[config.mk]
export PLATFORM = sky130hd
export DESIGN_NAME = bitcalc_writeback
export DESIGN_NICKNAME = d
export VERILOG_FILES = /design/src/rtl/bitcalc_writeback.sv
export SDC_FILE = /design/constraint.sdc
export NUM_CORES = 1
export LEC_CHECK = 0
export CORE_UTILIZATION = 55
export CTS_CLUSTER_DIAMETER = 150
export DETAILED_ROUTE_END_ITERATION = 8
export MAX_ROUTING_LAYER = met4
export PLACE_DENSITY = 0.93
export SYNTH_ARGS = -nofsm -noshare
export SYNTH_HDL_FRONTEND = slang
export SYNTH_SLANG_ARGS = --single-unit
[constraint.sdc]
create_clock -name CLK -period 2.5 [get_ports CLK]
set_input_delay 0.5 -clock CLK [delete_from_list [all_inputs] [get_ports CLK]]
set_output_delay 0.5 -clock CLK [all_outputs]
set_load 0.02 [all_outputs]
[src/rtl/bitcalc_writeback.sv]
// bitcalc_writeback: writeback stage behind the 4-bit bit-operation unit.
// Buffers results in a small FIFO and drains one per cycle into the register file.
//
// Ports:
//   CLK, RESET            rising-edge clock, async active-high reset
//   IN_VALID/IN_READY     upstream handshake
//   IN_DATA/IN_ZERO       result value and its zero flag
//   IN_FLAG_WE/IN_DEST    Z-flag update enable, destination register index
//   WR_HOLD               stalls the drain for this cycle
//   RADDR1/2, RDATA1/2    committed register read ports (combinational)
//   ZFLAG                 committed Z flag
//   HAZARD1/2             a buffered entry targets RADDR1/2
//   COUNT                 number of buffered entries
module bitcalc_writeback #(
    parameter int WIDTH = 4,
    parameter int DEPTH = 2,
    parameter int AW    = 2,
    localparam int CW   = $clog2(DEPTH) + 1
) (
    input  logic             CLK,
    input  logic             RESET,
    input  logic             IN_VALID,
    output logic             IN_READY,
    input  logic [WIDTH-1:0] IN_DATA,
    input  logic             IN_ZERO,
    input  logic             IN_FLAG_WE,
    input  logic [AW-1:0]    IN_DEST,
    input  logic             WR_HOLD,
    input  logic [AW-1:0]    RADDR1,
    input  logic [AW-1:0]    RADDR2,
    output logic [WIDTH-1:0] RDATA1,
    output logic [WIDTH-1:0] RDATA2,
    output logic             ZFLAG,
    output logic             HAZARD1,
    output logic             HAZARD2,
    output logic [CW-1:0]    COUNT
);

    localparam int PW   = $clog2(DEPTH);
    localparam int NREG = 1 << AW;

    logic [WIDTH-1:0] fifo_data [DEPTH];
    logic             fifo_zero [DEPTH];
    logic             fifo_fwe  [DEPTH];
    logic [AW-1:0]    fifo_dest [DEPTH];

    logic [PW-1:0]    rd_ptr;
    logic [PW-1:0]    wr_ptr;
    logic [CW-1:0]    count;

    logic [WIDTH-1:0] regs [NREG];
    logic             zflag;

    logic             push;
    logic             pop;
    logic [DEPTH-1:0] live;
    logic [PW-1:0]    off;
    logic             haz1;
    logic             haz2;

    // Ready comes only from registered occupancy, so a full FIFO
    // stays closed for the cycle in which it drains.
    assign IN_READY = (count != CW'(DEPTH));
    assign push     = IN_VALID & IN_READY;
    assign pop      = (count != '0) & ~WR_HOLD;

    // Storage is not reset; occupancy alone decides what is valid.
    always_ff @(posedge CLK) begin
        if (push) begin
            fifo_data[wr_ptr] <= IN_DATA;
            fifo_zero[wr_ptr] <= IN_ZERO;
            fifo_fwe[wr_ptr]  <= IN_FLAG_WE;
            fifo_dest[wr_ptr] <= IN_DEST;
        end
    end

    always_ff @(posedge CLK or posedge RESET) begin
        if (RESET) begin
            rd_ptr <= '0;
            wr_ptr <= '0;
            count  <= '0;
        end else begin
            if (push) begin
                wr_ptr <= wr_ptr + PW'(1);
            end
            if (pop) begin
                rd_ptr <= rd_ptr + PW'(1);
            end
            unique case ({push, pop})
                2'b10:   count <= count + CW'(1);
                2'b01:   count <= count - CW'(1);
                default: count <= count;
            endcase
        end
    end

    always_ff @(posedge CLK or posedge RESET) begin
        if (RESET) begin
            for (int i = 0; i < NREG; i++) begin
                regs[i] <= '0;
            end
            zflag <= 1'b1;
        end else if (pop) begin
            regs[fifo_dest[rd_ptr]] <= fifo_data[rd_ptr];
            if (fifo_fwe[rd_ptr]) begin
                zflag <= fifo_zero[rd_ptr];
            end
        end
    end

    // A slot is live when its distance from the head is below COUNT.
    always_comb begin
        live = '0;
        off  = '0;
        for (int i = 0; i < DEPTH; i++) begin
            off     = PW'(i) - rd_ptr;
            live[i] = ({1'b0, off} < count);
        end
    end

    always_comb begin
        haz1 = 1'b0;
        haz2 = 1'b0;
        for (int i = 0; i < DEPTH; i++) begin
            if (live[i] && (fifo_dest[i] == RADDR1)) begin
                haz1 = 1'b1;
            end
            if (live[i] && (fifo_dest[i] == RADDR2)) begin
                haz2 = 1'b1;
            end
        end
    end

    assign HAZARD1 = haz1;
    assign HAZARD2 = haz2;
    assign RDATA1  = regs[RADDR1];
    assign RDATA2  = regs[RADDR2];
    assign ZFLAG   = zflag;
    assign COUNT   = count;

endmodule

==> impl_metrics.toml, run 1 <==
[run_status]
status = "finished, final reports clean"

[pwr]
power_density_nw_per_um2 = 1180
ir_drop_mv = 0.778
p_leak_nw = 0.854
p_total_mw = 2.65

[placed_design]
dp.final_hpwl_um = 2530
gp_congestion = 0.789
io_buffers = 29
place_ws_ps = -229
dp.cells = 186

[yosys]
synthTopCellsByArea = "dfrtp_1, edfxtp_1, mux2_2"
ys_ff_latch = 37
synth_top_area_share = 0.279
yosysWarnings = 0
synth.distinct_cells = 29
syn_avg_cell_area_um2 = 15.9
yosysSeqAreaShare = 0.561
syn_inst = 113
yosysTopAreaCell = "dfrtp_1"
synthesis.area_um2 = 1800
synth_nets = 130

[finish]
diodes = 0
drive_above_1_share = 0.333
syn_to_final_growth_pct = 24.4
post-route-util = 0.726
layout_common_cells = "dfrtp_1, mux2_2, clkdlybuf4s50_1"
nets = 166
stdcell_count = 194

[routing]
drc = 0
vias_per_cell = 5.53
wl_um = 3310
post_drt_wl_per_cell_um = 17.0
ant_nets = 0
drt_iter0_drc = 33
num_vias = 1073
firstDrtPassIters = 4

[global_route]
grt_pass1_vias = 1179
grt.total_usage = 0.235
grt_pass1_wl_um = 5520
antenna_found_initial = 0
grt_max_degree = 22
grt.overflow.total = 0

[setup_path]
path_cells = "clkdlybuf4s50_1 -> buf_6 -> mux4_2 -> dlygate4sd2_1"
critPathMaxFanout = 6
cpMaxStageDelayCell = "mux4_2"
r2r_start = "rd_ptr"
cp-start-kind = "input pin"
cp_slowest_stage_delay_ps = 500
required_ps = 2000
cp.arrival_ps = 1960
setup.worst_path.class = "in2out"
crit_path_start = "RADDR2[0]"
cp-end-kind = "output port"

[floorplan]
initial_core_util = 0.584
die_w_um = 59.2
io-pin-count = 30
rows = 20
core_um2 = 3080
die_h_um = 59.2
dieArea_um2 = 3500

[timing]
worstMarginPinSlew_ps = 830
fin_crit_sh = 0.986
worst_clock_skew_ps = 12.9
relSlewSlack = 0.446
rsz0062_at_grt = "no"
maxSlewViolCount = 0
hold_viol = 0
fin_setup_tns_ps = 0
report.final.setup_viol = 0
fmax_mhz = 406
period_needed_ps = 2460
worst_slack_ps = 35.4

[min_path]
hold_class = "reg2reg"
hp-start = "wr_ptr"

[clock_network]
clk_pin_slew_worst_paths_ps = 90
htreeDepth = 2
root_buffer = "clkbuf_4"
hold_buffers = 0
clk_path_buf_depth = 2
cts_made_buffers = 5
cts_tree = "built"
clock_latency_ps = 340
cts.sinks = 37

[flow_run]
cap_violations = 0
cell usage after synthesis:
cell type and n:
nor2_1 2, edfxtp_1 16, xnor2_1 13, buf_6 1
mux4_2 8, o31ai_1 1, clkbuf_1 4, inv_1 3
nand2_1 1, buf_2 1, dfstp_2 1, mux2_2 20
mux2i_4 1, dfrtp_1 20, and3_1 1, nor2b_1 1
mux2i_2 1, mux2i_1 2, o21bai_2 1, o21ai_0 1
o211ai_1 2, nand3_1 3, nor3_4 1, nand4_1 2
ha_1 1, a22oi_1 2, nor3b_2 1, nor3b_4 1
nand2b_1 1
per-layer routing:
metal / vias up / global-route usage / share of wire
met4: 0 / 0.0918 / 0.011
met1: 541 / 0.279 / 0.41
li1: 496 / - / -
met5: - / - / 0
met3: 4 / 0.0721 / 0.055
met2: 32 / 0.375 / 0.52
final timing paths:
| kind | end | slack, ps | cells past startpoint |
|---|---|---|---|
| min in group asynchronous | regs[5] | 610 | 2 |
| min | wr_ptr | 500 | 1 |
| max | RDATA2[3] | 40 | 4 |
| max in group asynchronous | wr_ptr | 1370 | 2 |
| min reg2reg | wr_ptr | 500 | 1 |
| max reg2reg | regs[10] | 610 | 4 |
timing repair:
| action | 4_1_cts | 5_1_grt |
|---|---|---|
| cloned | 0 | 0 |
| setup buffers | 0 | 0 |
| setup endpoints to repair | 10 | 9 |
| gates resized for setup | 10 | 8 |
cells by family (layout without fill, tap and decap cells):
family | count (synthesis) | in the layout | synth area share
buffers and inverters | 9 | 46 | 0.0237
AO/OA/AOI/OAI | 7 | 7 | 0.0299
XOR/XNOR | 13 | 13 | 0.0634
flip-flops | 37 | 37 | 0.561
adder cells (fa/ha/maj) | 1 | 1 | 0.00696
multiplexers | 32 | 32 | 0.257
AND/OR/NAND/NOR | 14 | 14 | 0.0585
area by class of cell:
class	count	area [um2]
clock buffers	8	80.1
well taps	44	55.1
flip-flops and latches	37	1010
fillers	223	842
inverters	3	11.3
multi-input cells	67	754
repair buffers	35	328
worst max-delay path, delay by kind of cell:
kind	cells	cell delay [ps]
buffers and inverters	3	960
multiplexers	1	500
through the flow:
step                      instance area [um2]  hold WS, ps
after floorplan                          1800          460
after global placement                   2160          476
after detailed placement                 2160          484
after CTS                                2220          502
after global routing                     2240          529
final                                    2240          497
sequential cells by signal, indices dropped and copies added (netlist names):
register / cells
COUNT: 2
fifo_fwe: 2
wr_ptr: 1
fifo_zero: 2
regs: 16
rd_ptr: 1
ZFLAG: 1
fifo_dest: 4
fifo_data: 8
power breakdown:
part	switching, mW	internal [mW]
clock network	0.191	0.199
registers	0.190	0.889
logic	0.553	0.627
No activity file was read; power rests on OpenSTA's default activity.
==> run 2: changes to the inputs <==
--- a/config.mk
+++ b/config.mk
@@ -9,7 +9,7 @@
 export CTS_CLUSTER_DIAMETER = 150
 export DETAILED_ROUTE_END_ITERATION = 8
 export MAX_ROUTING_LAYER = met4
-export PLACE_DENSITY = 0.93
+export PLACE_DENSITY = 0.84
 export SYNTH_ARGS = -nofsm -noshare
 export SYNTH_HDL_FRONTEND = slang
 export SYNTH_SLANG_ARGS = --single-unit
==> impl_metrics.toml, run 2 (synthesized netlist as in run 1, its figures left out) <==
[floorplan]
initial_core_util = 0.584
io-pin-count = 30
rows = 20
die_h_um = 59.2
core_um2 = 3080
die_w_um = 59.2
dieArea_um2 = 3500

[finish]
largest_register = "regs"
diodes = 0
drive_above_1_share = 0.351
largest_reg_flops = 16
syn_to_final_growth_pct = 22.6
largest_registers = "regs: 16 flops, fifo_data: 8 flops, fifo_dest: 4 flops"
stdcell_count = 195
nets = 167
layout_common_cells = "dfrtp_1, mux2_2, clkdlybuf4s50_1"
post-route-util = 0.716

[global_route]
grt.overflow.total = 0
antenna_found_initial = 0
grt_pass1_vias = 1196
grt_pass1_wl_um = 5730
grt_max_degree = 22
grt.total_usage = 0.246

[clock_network]
clock_latency_ps = 350
htreeDepth = 2
cts.sinks = 37
root_buffer = "clkbuf_4"
clk_path_buf_depth = 2
cts_made_buffers = 5
clk_pin_slew_worst_paths_ps = 110
cts_tree = "built"
cts_setup_buffers = 0

[setup_path]
critPathMaxFanout = 5
cpMaxStageDelayCell = "mux4_2"
cp_slowest_stage_delay_ps = 500
required_ps = 2000
cp.arrival_ps = 1960
setup.worst_path.class = "in2out"
cp-start-kind = "input pin"
cp-end-kind = "output port"
path_cells = "clkdlybuf4s50_1 -> buf_4 -> mux4_2 -> clkdlybuf4s15_1"

[timing]
report.final.setup_viol = 0
worstMarginPinSlew_ps = 814
fmax_mhz = 406
period_needed_ps = 2460
fin_crit_sh = 0.984
worst_clock_skew_ps = 8.83
rsz0062_at_grt = "no"
relSlewSlack = 0.456
maxSlewViolCount = 0
hold_viol = 0

[placed_design]
dp.cells = 187
gp_congestion = 0.755
dp.final_hpwl_um = 2620
io_buffers = 29

[run_status]
status = "finished, final reports clean"

[routing]
vias_per_cell = 5.52
ant_nets = 0
drc = 0
firstDrtPassIters = 4
num_vias = 1076
wl_um = 3430
post_drt_wl_per_cell_um = 17.6
drt_iter0_drc = 46

[pwr]
power_density_nw_per_um2 = 1170
p_total_mw = 2.58
p_leak_nw = 0.836
ir_drop_mv = 0.686

[min_path]
hold_class = "reg2reg"

[flow_run]
cap_violations = 0
## run 2: cell count changes in the layout (fill, tap and decap cells not counted), sizes merged
cell         delta
buf             +1
inv             +1
clkinv          +1
clkinvlp        +1
dlygate4sd2     -2
clkbuf          -1
## run 2: critical path: cells and delay by family
kind / cells / cell delay [ps]
buf+inv: 3 / 960
mux: 1 / 500
## run 2: metrics by stage
step           setup TNS (ps)  hold WS, ps  instance area (um2)  setup WS (ps)
6_report                    0          516                 2200           39.7
4_1_cts                     0          521                 2210           7.32
5_1_grt                     0          540                 2200          0.536
2_1_floorplan               0          460                 1800            517
3_5_place_dp            -1970          501                 2160           -232
3_3_place_gp            -1760          475                 2160           -206
## run 2: power breakdown
part           leakage, nW  switching (mW)  internal (mW)  total (mW)
logic                0.409           0.568          0.620        1.19
registers            0.396           0.188          0.889        1.08
clock network       0.0316           0.207          0.111       0.318
## run 2: timing repair
item	in CTS	in global routing
hold buffers	0	0
endpoints found under the setup margin	10	7
resized for setup	11	9
## run 2: layout make-up
class                   count  area, um2
fillers                   224        875
flip-flops and latches     37       1010
well taps                  44       55.1
clock buffers               5       37.5
repair buffers             36        324
inverters                   3       11.3
clock inverters             3       21.3
multi-input cells          67        747
## run 2: final timing paths
check | end | cells past startpoint | slack [ps] | startpoint
min | wr_ptr | 1 | 520 | wr_ptr
min in group asynchronous | regs[9] | 2 | 610 | RESET
min reg2reg | wr_ptr | 1 | 520 | wr_ptr
max in group asynchronous | rd_ptr | 2 | 1390 | RESET
max reg2reg | regs[10] | 4 | 530 | rd_ptr
max | RDATA1[0] | 4 | 40 | RADDR1[0]
## run 2: layer usage
metal / vias up / wire length, um / part of all wire / GRT usage
met5: - / 0 / 0 / -
met1: 546 / 1400 / 0.41 / 0.282
met3: 7 / 111 / 0.032 / 0.0546
met2: 24 / 1850 / 0.54 / 0.407
li1: 499 / - / - / -
met4: 0 / 70 / 0.020 / 0.122
==> run 3: changes to the inputs <==
--- a/config.mk
+++ b/config.mk
@@ -5,11 +5,13 @@
 export SDC_FILE = /design/constraint.sdc
 export NUM_CORES = 1
 export LEC_CHECK = 0
+export ABC_AREA = 1
 export CORE_UTILIZATION = 55
-export CTS_CLUSTER_DIAMETER = 150
+export CTS_CLUSTER_DIAMETER = 40
 export DETAILED_ROUTE_END_ITERATION = 8
+export HOLD_SLACK_MARGIN = 0.02
 export MAX_ROUTING_LAYER = met4
-export PLACE_DENSITY = 0.84
+export PLACE_DENSITY = 0.83
 export SYNTH_ARGS = -nofsm -noshare
 export SYNTH_HDL_FRONTEND = slang
 export SYNTH_SLANG_ARGS = --single-unit
==> impl_metrics.toml, run 3 <==
[run_status]
status = "finished, final reports clean"

[global_route]
antenna_found_initial = 0
grt_pass1_wl_um = 6200
grt.total_usage = 0.243
grt.overflow.total = 0
grt_pass1_vias = 1377
grt_max_degree = 22

[clock_network]
cts_made_buffers = 5
htreeDepth = 2
cts_setup_buffers = 0
clk_path_buf_depth = 2
root_buffer = "clkbuf_4"
cts_resized = 10
clk_pin_slew_worst_paths_ps = 110
cts.sinks = 37
clock_latency_ps = 340
cts_tree = "built"
hold_buffers = 0

[floorplan]
die_w_um = 61.3
io-pin-count = 30
rows = 21
initial_core_util = 0.575
die_h_um = 61.3
core_um2 = 3360
dieArea_um2 = 3760

[timing]
relSlewSlack = 0.688
worstMarginPinSlew_ps = 467
report.final.setup_viol = 0
fin_setup_tns_ps = 0
rsz0062_at_grt = "no"
fmax_mhz = 416
worst_clock_skew_ps = 15.2
maxSlewViolCount = 0
fin_crit_sh = 0.962
hold_ws_ps = 465
hold_viol = 0
worst_slack_ps = 94.1
period_needed_ps = 2410

[finish]
largest_registers = "regs: 16 flops, fifo_data: 8 flops, fifo_dest: 4 flops"
finish.instance_area_um2 = 2350
drive_above_1_share = 0.129
diodes = 0
largest_reg_flops = 16
final_common_cell = "nand2_1"
layout_common_cells = "nand2_1, o21ai_0, dfrtp_1"
nFillCells = 301
largest_register = "regs"
nets = 272
syn_to_final_growth_pct = 21.4
stdcell_count = 302

[routing]
firstDrtPassIters = 4
vias_per_cell = 5.22
drc = 0
ant_nets = 0
wl_um = 3890
drt_iter0_drc = 156
post_drt_wl_per_cell_um = 12.9
num_vias = 1576

[flow_run]
cap_violations = 0

[placed_design]
gp_congestion = 0.816
dp.final_hpwl_um = 3000
dpl_cell_area_um2 = 2300
place_ws_ps = -149
dp.cells = 294
io_buffers = 29

[yosys]
synth_common_cells = "nand2_1, o21ai_0, dfrtp_1"
yosysTopAreaCell = "dfrtp_1"
synthArstFlopShare = 0.568
yosysMostFrequentCell = "nand2_1"
synth_nets = 232
ys_ff_latch = 37
yosysWarnings = 0
synthTopCellsByArea = "dfrtp_1, edfxtp_1, nand2_1"
synth_enable_flop_cells = 16
yosysSeqAreaShare = 0.521
synthesis.area_um2 = 1930
syn_avg_cell_area_um2 = 8.99
synth.distinct_cells = 28
synth_ff_type = "dfrtp_1"
syn_inst = 215
synth_top_area_share = 0.259

[setup_path]
cp.arrival_ps = 1910
required_ps = 2000
setup.worst_path.class = "in2out"
cp-start-kind = "input pin"
cp-end-kind = "output port"
critPathMaxFanout = 7

[pwr]
ir_drop_mv = 0.543
p_leak_nw = 1.07
power_density_nw_per_um2 = 1050

[min_path]
hold_class = "in2async"
[run 3: path summary, 6_finish.rpt]
kind	from	to	slack (ps)	cells after the start
worst max-delay path	RADDR1[0]	RDATA1[0]	90	6
worst min-delay path	RESET	regs[1]	470	3
worst max register to register	rd_ptr	regs[4]	800	7
worst min register to register	ZFLAG	ZFLAG	490	2
max in group asynchronous	RESET	ZFLAG	1760	3
min in group CLK	ZFLAG	ZFLAG	490	2
[run 3: final cells by class]
| cell class | instances | area [um2] | area share |
|---|---|---|---|
| flip-flops and latches | 37 | 1010 | 0.429 |
| multi-input cells | 157 | 817 | 0.348 |
| repair buffers | 39 | 353 | 0.150 |
| well taps | 46 | 57.6 | 0.0245 |
| inverters | 15 | 56.3 | 0.0240 |
| clock buffers | 5 | 37.5 | 0.0160 |
| clock inverters | 3 | 17.5 | 0.00747 |
[run 3: worst max-delay path, cell delays in order]
cell and delay (ps):
clkdlybuf4s50_1 490, clkinv_1 170, buf_4 190, o21ai_0 150, o22ai_1 80, dlygate4sd2_1 320
[run 3: power by group]
group | leakage, nW | internal, mW | total [mW] | switching, mW
logic | 0.636 | 0.427 | 1.11 | 0.687
registers | 0.407 | 0.867 | 1.05 | 0.187
clock network | 0.0310 | 0.106 | 0.297 | 0.191
[run 3: metal layers]
layer,global-route usage,part of all wire,vias up
met5,-,0,-
met4,0.0779,0.012,0
met3,0.0378,0.042,4
met2,0.421,0.51,44
met1,0.289,0.44,728
li1,-,-,800
[run 3: logic make-up (layout without fill, tap and decap cells)]
family	after synthesis	after routing	share of synthesized area
AO/OA/AOI/OAI	35	35	0.0977
XOR/XNOR	11	11	0.0498
adder cells (fa/ha/maj)	1	1	0.00647
buffers and inverters	21	62	0.0563
flip-flops	37	37	0.521
AND/OR/NAND/NOR	110	110	0.269
[run 3: metrics by stage]
step	total power, mW	util
after floorplan	1.85	-
after global placement	2.18	0.685
after detailed placement	2.22	0.685
after CTS	2.48	0.698
after global routing	2.66	0.698
final	2.47	0.698
